==> src/rtl/fetch_pkg.sv <==
// Shared widths, reset address and fetch buffer entry type for the fetch stage.
package fetch_pkg;

  localparam int INSTR_W = 32;
  localparam int ADDR_W  = 32;

  localparam logic [ADDR_W-1:0] DEFAULT_RESET_PC = 32'd0;
  localparam logic [ADDR_W-1:0] PC_STEP          = 32'd4;

  typedef struct packed {
    logic [ADDR_W-1:0]  pc;
    logic [INSTR_W-1:0] instr;
  } fetch_entry_t;

endpackage

==> src/rtl/fetch_if.sv <==
// Fetch-to-decode delivery channel: head instruction and its address.
interface fetch_if;
  import fetch_pkg::*;

  // Transfer happens on a rising edge where out_valid && out_ready. While
  // out_valid is high and out_ready low, out_instr/out_pc are held stable.
  logic               out_valid;
  logic               out_ready;
  logic [INSTR_W-1:0] out_instr;
  logic [ADDR_W-1:0]  out_pc;

  modport master (output out_valid, output out_instr, output out_pc, input out_ready);
  modport slave  (input out_valid, input out_instr, input out_pc, output out_ready);

endinterface

==> src/rtl/fetch_fifo.sv <==
// Synchronous FIFO of fetch entries with flush; push and pop together when full is legal.
module fetch_fifo
  import fetch_pkg::*;
#(
  parameter int DEPTH = 2
) (
  input  logic         clk,
  input  logic         rst_n,
  input  logic         push,
  input  logic         pop,
  input  logic         flush,
  input  fetch_entry_t din,
  output fetch_entry_t head,
  output logic         full,
  output logic         empty
);

  localparam int PTR_W = (DEPTH > 1) ? $clog2(DEPTH) : 1;
  localparam int CNT_W = $clog2(DEPTH + 1);

  fetch_entry_t      mem [DEPTH];
  logic [PTR_W-1:0]  rd_ptr;
  logic [PTR_W-1:0]  wr_ptr;
  logic [CNT_W-1:0]  count;
  logic              do_push;
  logic              do_pop;

  function automatic logic [PTR_W-1:0] next_ptr(input logic [PTR_W-1:0] p);
    return (p == PTR_W'(DEPTH - 1)) ? '0 : p + PTR_W'(1);
  endfunction

  assign full    = (count == CNT_W'(DEPTH));
  assign empty   = (count == '0);
  assign do_pop  = pop && !empty;
  assign do_push = push && (!full || do_pop);
  assign head    = mem[rd_ptr];

  always_ff @(posedge clk or negedge rst_n) begin
    if (!rst_n) begin
      rd_ptr <= '0;
      wr_ptr <= '0;
      count  <= '0;
    end else if (flush) begin
      rd_ptr <= '0;
      wr_ptr <= '0;
      count  <= '0;
    end else begin
      if (do_push) wr_ptr <= next_ptr(wr_ptr);
      if (do_pop)  rd_ptr <= next_ptr(rd_ptr);
      case ({do_push, do_pop})
        2'b10:   count <= count + CNT_W'(1);
        2'b01:   count <= count - CNT_W'(1);
        default: count <= count;
      endcase
    end
  end

  // Storage needs no reset: the head is only consumed while the count is nonzero.
  always_ff @(posedge clk) begin
    if (do_push && !flush) mem[wr_ptr] <= din;
  end

endmodule

==> src/rtl/fetch_ctrl.sv <==
// Fetch sequencer: owns the PC, buffers fetched words, delivers them to decode.
// Optional build macro FETCH_HALT_EN stops fetching on an all-zero word.
module fetch_ctrl
  import fetch_pkg::*;
#(
  parameter logic [ADDR_W-1:0] RESET_PC   = DEFAULT_RESET_PC,
  parameter int                FIFO_DEPTH = 2
) (
  input  logic               clk,
  input  logic               rst_n,
  output logic [ADDR_W-1:0]  FETCH_pc,
  input  logic [INSTR_W-1:0] FETCH_instr,
  fetch_if.master            out_bus,
  input  logic               redirect_valid,
  input  logic [ADDR_W-1:0]  redirect_pc,
  output logic               halted
);

  logic [ADDR_W-1:0] pc_q;
  fetch_entry_t      head;
  fetch_entry_t      push_entry;
  logic              fifo_full;
  logic              fifo_empty;
  logic              pop;
  logic              push;
  logic              room;
  logic              fetch_ok;
  logic              unused_low_bits;

  assign unused_low_bits = ^redirect_pc[1:0];

  // A redirect hides the head so nothing stale is consumed in the flush cycle.
  assign out_bus.out_valid = !fifo_empty && !redirect_valid;
  assign out_bus.out_pc    = fifo_empty ? '0 : head.pc;
  assign out_bus.out_instr = fifo_empty ? '0 : head.instr;

  assign pop        = out_bus.out_valid && out_bus.out_ready;
  assign room       = !fifo_full || pop;
  assign push       = room && fetch_ok && !redirect_valid;
  assign push_entry = '{pc: pc_q, instr: FETCH_instr};
  assign FETCH_pc   = pc_q;

`ifdef FETCH_HALT_EN
  logic halted_q;

  // A zero word marks the end of the program: park the PC on it and stop.
  assign fetch_ok = !halted_q && (FETCH_instr != '0);
  assign halted   = halted_q;

  always_ff @(posedge clk or negedge rst_n) begin
    if (!rst_n) begin
      halted_q <= 1'b0;
    end else if (redirect_valid) begin
      halted_q <= 1'b0;
    end else if (!halted_q && (FETCH_instr == '0)) begin
      halted_q <= 1'b1;
    end
  end
`else
  assign fetch_ok = 1'b1;
  assign halted   = 1'b0;
`endif

  always_ff @(posedge clk or negedge rst_n) begin
    if (!rst_n) begin
      pc_q <= RESET_PC;
    end else if (redirect_valid) begin
      pc_q <= {redirect_pc[ADDR_W-1:2], 2'b00};
    end else if (push) begin
      pc_q <= pc_q + PC_STEP;
    end
  end

  fetch_fifo #(
    .DEPTH (FIFO_DEPTH)
  ) u_fifo (
    .clk   (clk),
    .rst_n (rst_n),
    .push  (push),
    .pop   (pop),
    .flush (redirect_valid),
    .din   (push_entry),
    .head  (head),
    .full  (fifo_full),
    .empty (fifo_empty)
  );

endmodule

==> src/flat_wrapper.sv <==
// flat-port wrapper written by rule: the top's interface ports become plain ports
module fetch_ctrl_flat import fetch_pkg::*;
#(
  parameter logic [ADDR_W-1:0] RESET_PC   = DEFAULT_RESET_PC,
  parameter int                FIFO_DEPTH = 2
)
  (clk, rst_n, FETCH_pc, FETCH_instr, redirect_valid, redirect_pc, halted, out_bus_out_valid, out_bus_out_instr, out_bus_out_pc, out_bus_out_ready);
  fetch_if out_bus_i ();
  input  logic clk;
  input  logic rst_n;
  output logic [ADDR_W-1:0] FETCH_pc;
  input  logic [INSTR_W-1:0] FETCH_instr;
  input  logic redirect_valid;
  input  logic [ADDR_W-1:0] redirect_pc;
  output logic halted;
  output wire logic [$bits(out_bus_i.out_valid)-1:0] out_bus_out_valid;
  output wire logic [$bits(out_bus_i.out_instr)-1:0] out_bus_out_instr;
  output wire logic [$bits(out_bus_i.out_pc)-1:0] out_bus_out_pc;
  input wire logic [$bits(out_bus_i.out_ready)-1:0] out_bus_out_ready;
  assign out_bus_out_valid = out_bus_i.out_valid;
  assign out_bus_out_instr = out_bus_i.out_instr;
  assign out_bus_out_pc = out_bus_i.out_pc;
  assign out_bus_i.out_ready = out_bus_out_ready;
  fetch_ctrl #(.RESET_PC(RESET_PC), .FIFO_DEPTH(FIFO_DEPTH)) u_core (.clk(clk), .rst_n(rst_n), .FETCH_pc(FETCH_pc), .FETCH_instr(FETCH_instr), .out_bus(out_bus_i), .redirect_valid(redirect_valid), .redirect_pc(redirect_pc), .halted(halted));
endmodule
==> config.mk <==
export PLATFORM = sky130hd
export DESIGN_NAME = fetch_ctrl_flat
export DESIGN_NICKNAME = d
export VERILOG_FILES = /design/src/rtl/fetch_pkg.sv /design/src/rtl/fetch_if.sv /design/src/rtl/fetch_fifo.sv /design/src/rtl/fetch_ctrl.sv /design/src/flat_wrapper.sv
export SDC_FILE = /design/constraint.sdc
export NUM_CORES = 1
export LEC_CHECK = 0
export CAP_MARGIN = 20
export CELL_PAD_IN_SITES_DETAIL_PLACEMENT = 0
export CELL_PAD_IN_SITES_GLOBAL_PLACEMENT = 1
export CORE_MARGIN = 3
export CORE_UTILIZATION = 39
export CTS_CLUSTER_SIZE = 12
export DETAILED_ROUTE_END_ITERATION = 6
export PLACE_DENSITY_LB_ADDON = 0.1
export RECOVER_POWER = 100
export SLEW_MARGIN = 30
export SYNTH_ARGS = -nofsm -noshare
export SYNTH_HDL_FRONTEND = slang
export SYNTH_SLANG_ARGS = --single-unit
==> constraint.sdc <==
create_clock -name clk -period 4.61 [get_ports clk]
set_clock_uncertainty 0.2 [all_clocks]
set_input_delay 0.6915 -clock clk [delete_from_list [all_inputs] [get_ports clk]]
set_output_delay 0.6915 -clock clk [all_outputs]
set_load 0.05 [all_outputs]
==> summary.md <==
| Metric | Value |
|---|---|
| Layout cell share with drive strength beyond 1 | `5.73%` |
| Area after DPL | `8330 um^2` |
| Htree depth | `4` |
| Failing checks | `capacitance limit, slew limit` |
| Fmax | `0.266 GHz` |
| Root Buffer | `clkbuf_16` |
| Top post-synthesis cells by area | `edfxtp_1 57%, dfrtp_1 13%, mux2i_1 9.7%, nor2_1 4.2%, xor2_1 3.6%` |
| Hold Path Depth | `0` |
| Area Overhead vs Synth | `36.6%` |
| Ant diodes | `0` |
| Fin Setup TNS | `0 ps` |
| Detailed Route Iter0 Violations | `164` |
| Final instance area | `8870 um^2` |
| Final setup vio count | `0` |
| Pre-antenna DRT Iters | `6` |
| Reg2Reg Depth | `5` |
| Post-CTS Resized | `0` |
| Die area | `18200 um^2` |
| Die Ht | `135 um` |
| Min-delay worst type | `reg -> reg` |
| GRT Residual Overflow | `0` |
| CP Capture Type | `flop` |
| Least-Margin Pin Slew | `2050 ps` |
| PortBufs | `158` |
| Register area share after synthesis | `70.5%` |
| Most numerous cell in the Yosys netlist | `edfxtp_1` |
| Arrival @ worst endpoint | `3650 ps` |
| # clock sinks | `158` |
| Status | `finished with violations` |
| Synthesized area | `6490 um^2` |
| Max cap viols | `2` |
| Critical Path RT | `4500 ps` |
| Die width | `135 um` |
| Cell variety after synth | `27` |
| Synth Warn # | `0` |
| Power per cell area | `451 nW/um^2` |
| Post-route clock period utilization | `81.5%` |
| Tot GR Track Use | `16.2%` |
| Hold Vio Cnt, Final | `0` |
| Worst-Skew Late Latency | `410 ps` |
| Initial Utilization | `40.4%` |
| Cells after Synth | `472` |
| GPL Wtd Cong | `0.718` |
| CTS Hold Bufs | `0` |
| CP Max Fanout | `47` |
| Area of the multi-input gates | `1790 um^2` |
| Final Util | `55.2%` |
| Reg area | `4580 um^2` |
| # IOs | `166` |
| Vias in the first global route | `4247` |
| Post-synth top cells | `124 x edfxtp_1, 73 x nor2_1, 63 x mux2i_1, 40 x nand2_1, 34 x dfrtp_1` |
| P_leak | `3.28 nW` |
| Largest net degree at the start of global routing | `63` |
| CORE AREA | `16100 um^2` |
| Clock Path Buffers | `2` |
| Initial antenna violation count | `0` |
| # fillers | `1337` |
| Post-synth top area cell | `edfxtp_1` |
| Final min period | `3760 ps` |
| ANT nets after route | `0` |
| Met3 wire len | `704 um` |
| DRT met1 WL | `6550 um` |
| Synth top area share | `57.4%` |
| Async SR Flop Fraction | `21.5%` |
| Flops & latches, synth | `158` |
| Slew Limit Fails | `51` |
| Worst Setup Path Type | `in -> reg` |
| Syn_area_per_cell | `13.8 um^2` |
| CTS buffer count | `17` |
| VDD IR max | `268 uV` |
| Post-CTS Setup Bufs | `0` |
| Power, Total | `4.00 mW` |
| Worst-path clk slew | `60 ps` |
| First-pass GRT wire length | `22700 um` |
| EDFF count, synth | `124` |
| Final WL | `14400 um` |
| DRC viols | `0` |
| Predominant post-synthesis flop cell | `edfxtp_1` |
| DR WL/cell | `16.7 um` |
| Critical Path Start Type | `input port` |
| DP HPWL | `9250 um` |
| Met2 Routed Length | `6990 um` |
| Top sig layer | `met4` |
| Relative slew slack | `-36.4%` |
| Hold_ws | `331 ps` |
| RSZ-0062 raised after global routing | `false` |
| Vias | `4072` |
| Row Count | `46` |
| CTS tree | `built` |
| Final nets | `702` |
| Vias/cell | `4.72` |
## worst max-delay path, stage by stage
cell	delay (ps)
clkbuf_1	490
nand2b_1	390
nand2_1	280
nand2_1	100
nor2_1	1250
buf_12	390
## logic make-up after synthesis
logic type	share of synthesized area, %
and+or+nand+nor	10.2
buffers and inverters	2.20
xor gates and xnor gates	4.18
muxes	9.71
AOI/OAI and AO/OA	2.95
adders and majority gates	0.193
other	0.0578
DFF	70.5
## per-layer routing
layer,GRT usage (%),vias to the layer above
met5,0,-
met4,5.54,0
met3,4.10,13
met2,26.8,101
met1,21.0,1948
li1,-,2010
## cell usage in the layout (no fill, tap or decap), types with 2 or more instances in the layout
| master | Yosys | layout |
|---|---|---|
| nand4_1 | 14 | 14 |
| o21ai_1 | 19 | 3 |
| dfrtp_1 | 34 | 33 |
| xor2_1 | 27 | 27 |
| and3_1 | 5 | 5 |
| nand3_1 | 14 | 14 |
| nor2_1 | 73 | 72 |
| clkbuf_16 | 0 | 17 |
| conb_1 | 1 | 5 |
| xnor2_1 | 4 | 4 |
| nand2_1 | 40 | 40 |
| buf_4 | 5 | 2 |
| edfxtp_1 | 124 | 124 |
| o21ai_0 | 12 | 28 |
| a211oi_1 | 0 | 2 |
| clkinvlp_4 | 0 | 3 |
| mux2i_1 | 63 | 63 |
| clkinv_2 | 0 | 3 |
| inv_1 | 2 | 2 |
| clkbuf_1 | 14 | 8 |
| dlygate4sd3_1 | 0 | 125 |
| clkdlybuf4s50_1 | 0 | 31 |
| buf_12 | 0 | 3 |
| nor2b_1 | 2 | 2 |
| clkinv_4 | 0 | 3 |
## worst paths after layout
check                                  startpoint                       end  slack (ps)
setup / recovery                   redirect_valid  u_core.u_fifo.mem[0][19]         850
min in group asynchronous                   rst_n       u_core.FETCH_pc[22]         660
hold reg to reg               u_core.FETCH_pc[31]  u_core.u_fifo.mem[1][63]         330
hold / removal                u_core.FETCH_pc[31]  u_core.u_fifo.mem[1][63]         330
max in group asynchronous                   rst_n      u_core.u_fifo.rd_ptr        2100
setup reg to reg           u_core.u_fifo.count[1]  u_core.u_fifo.mem[0][19]        1430
## layout make-up
class | count | share of cell area, %
Timing Repair Buffer | 166 | 18.9
Sequential cell | 158 | 51.6
Tap cell | 216 | 3.05
Multi-Input combinational cell | 288 | 20.1
Clock inverter | 10 | 1.06
Clock buffer | 22 | 5.12
Inverter | 2 | 0.0846
## through the flow
step	std cells	setup WS, ps
CTS	861	1020
finish	862	852
global route	862	611
detailed placement	829	1400
global placement	829	1430
floorplan	476	159
## power by group
group	switching [mW]	total, mW	internal, mW
logic	0.636	0.933	0.297
clock network	0.538	1.29	0.756
registers	0.0876	1.77	1.68
## sequential cells by signal, summed over array words and instances, names as in the netlist
register	cells
u_core.u_fifo.mem	124
u_core.FETCH_pc	30
u_core.u_fifo.count	2
u_core.u_fifo.rd_ptr	1
u_core.u_fifo.wr_ptr	1
(Power assumes the default switching activity.)
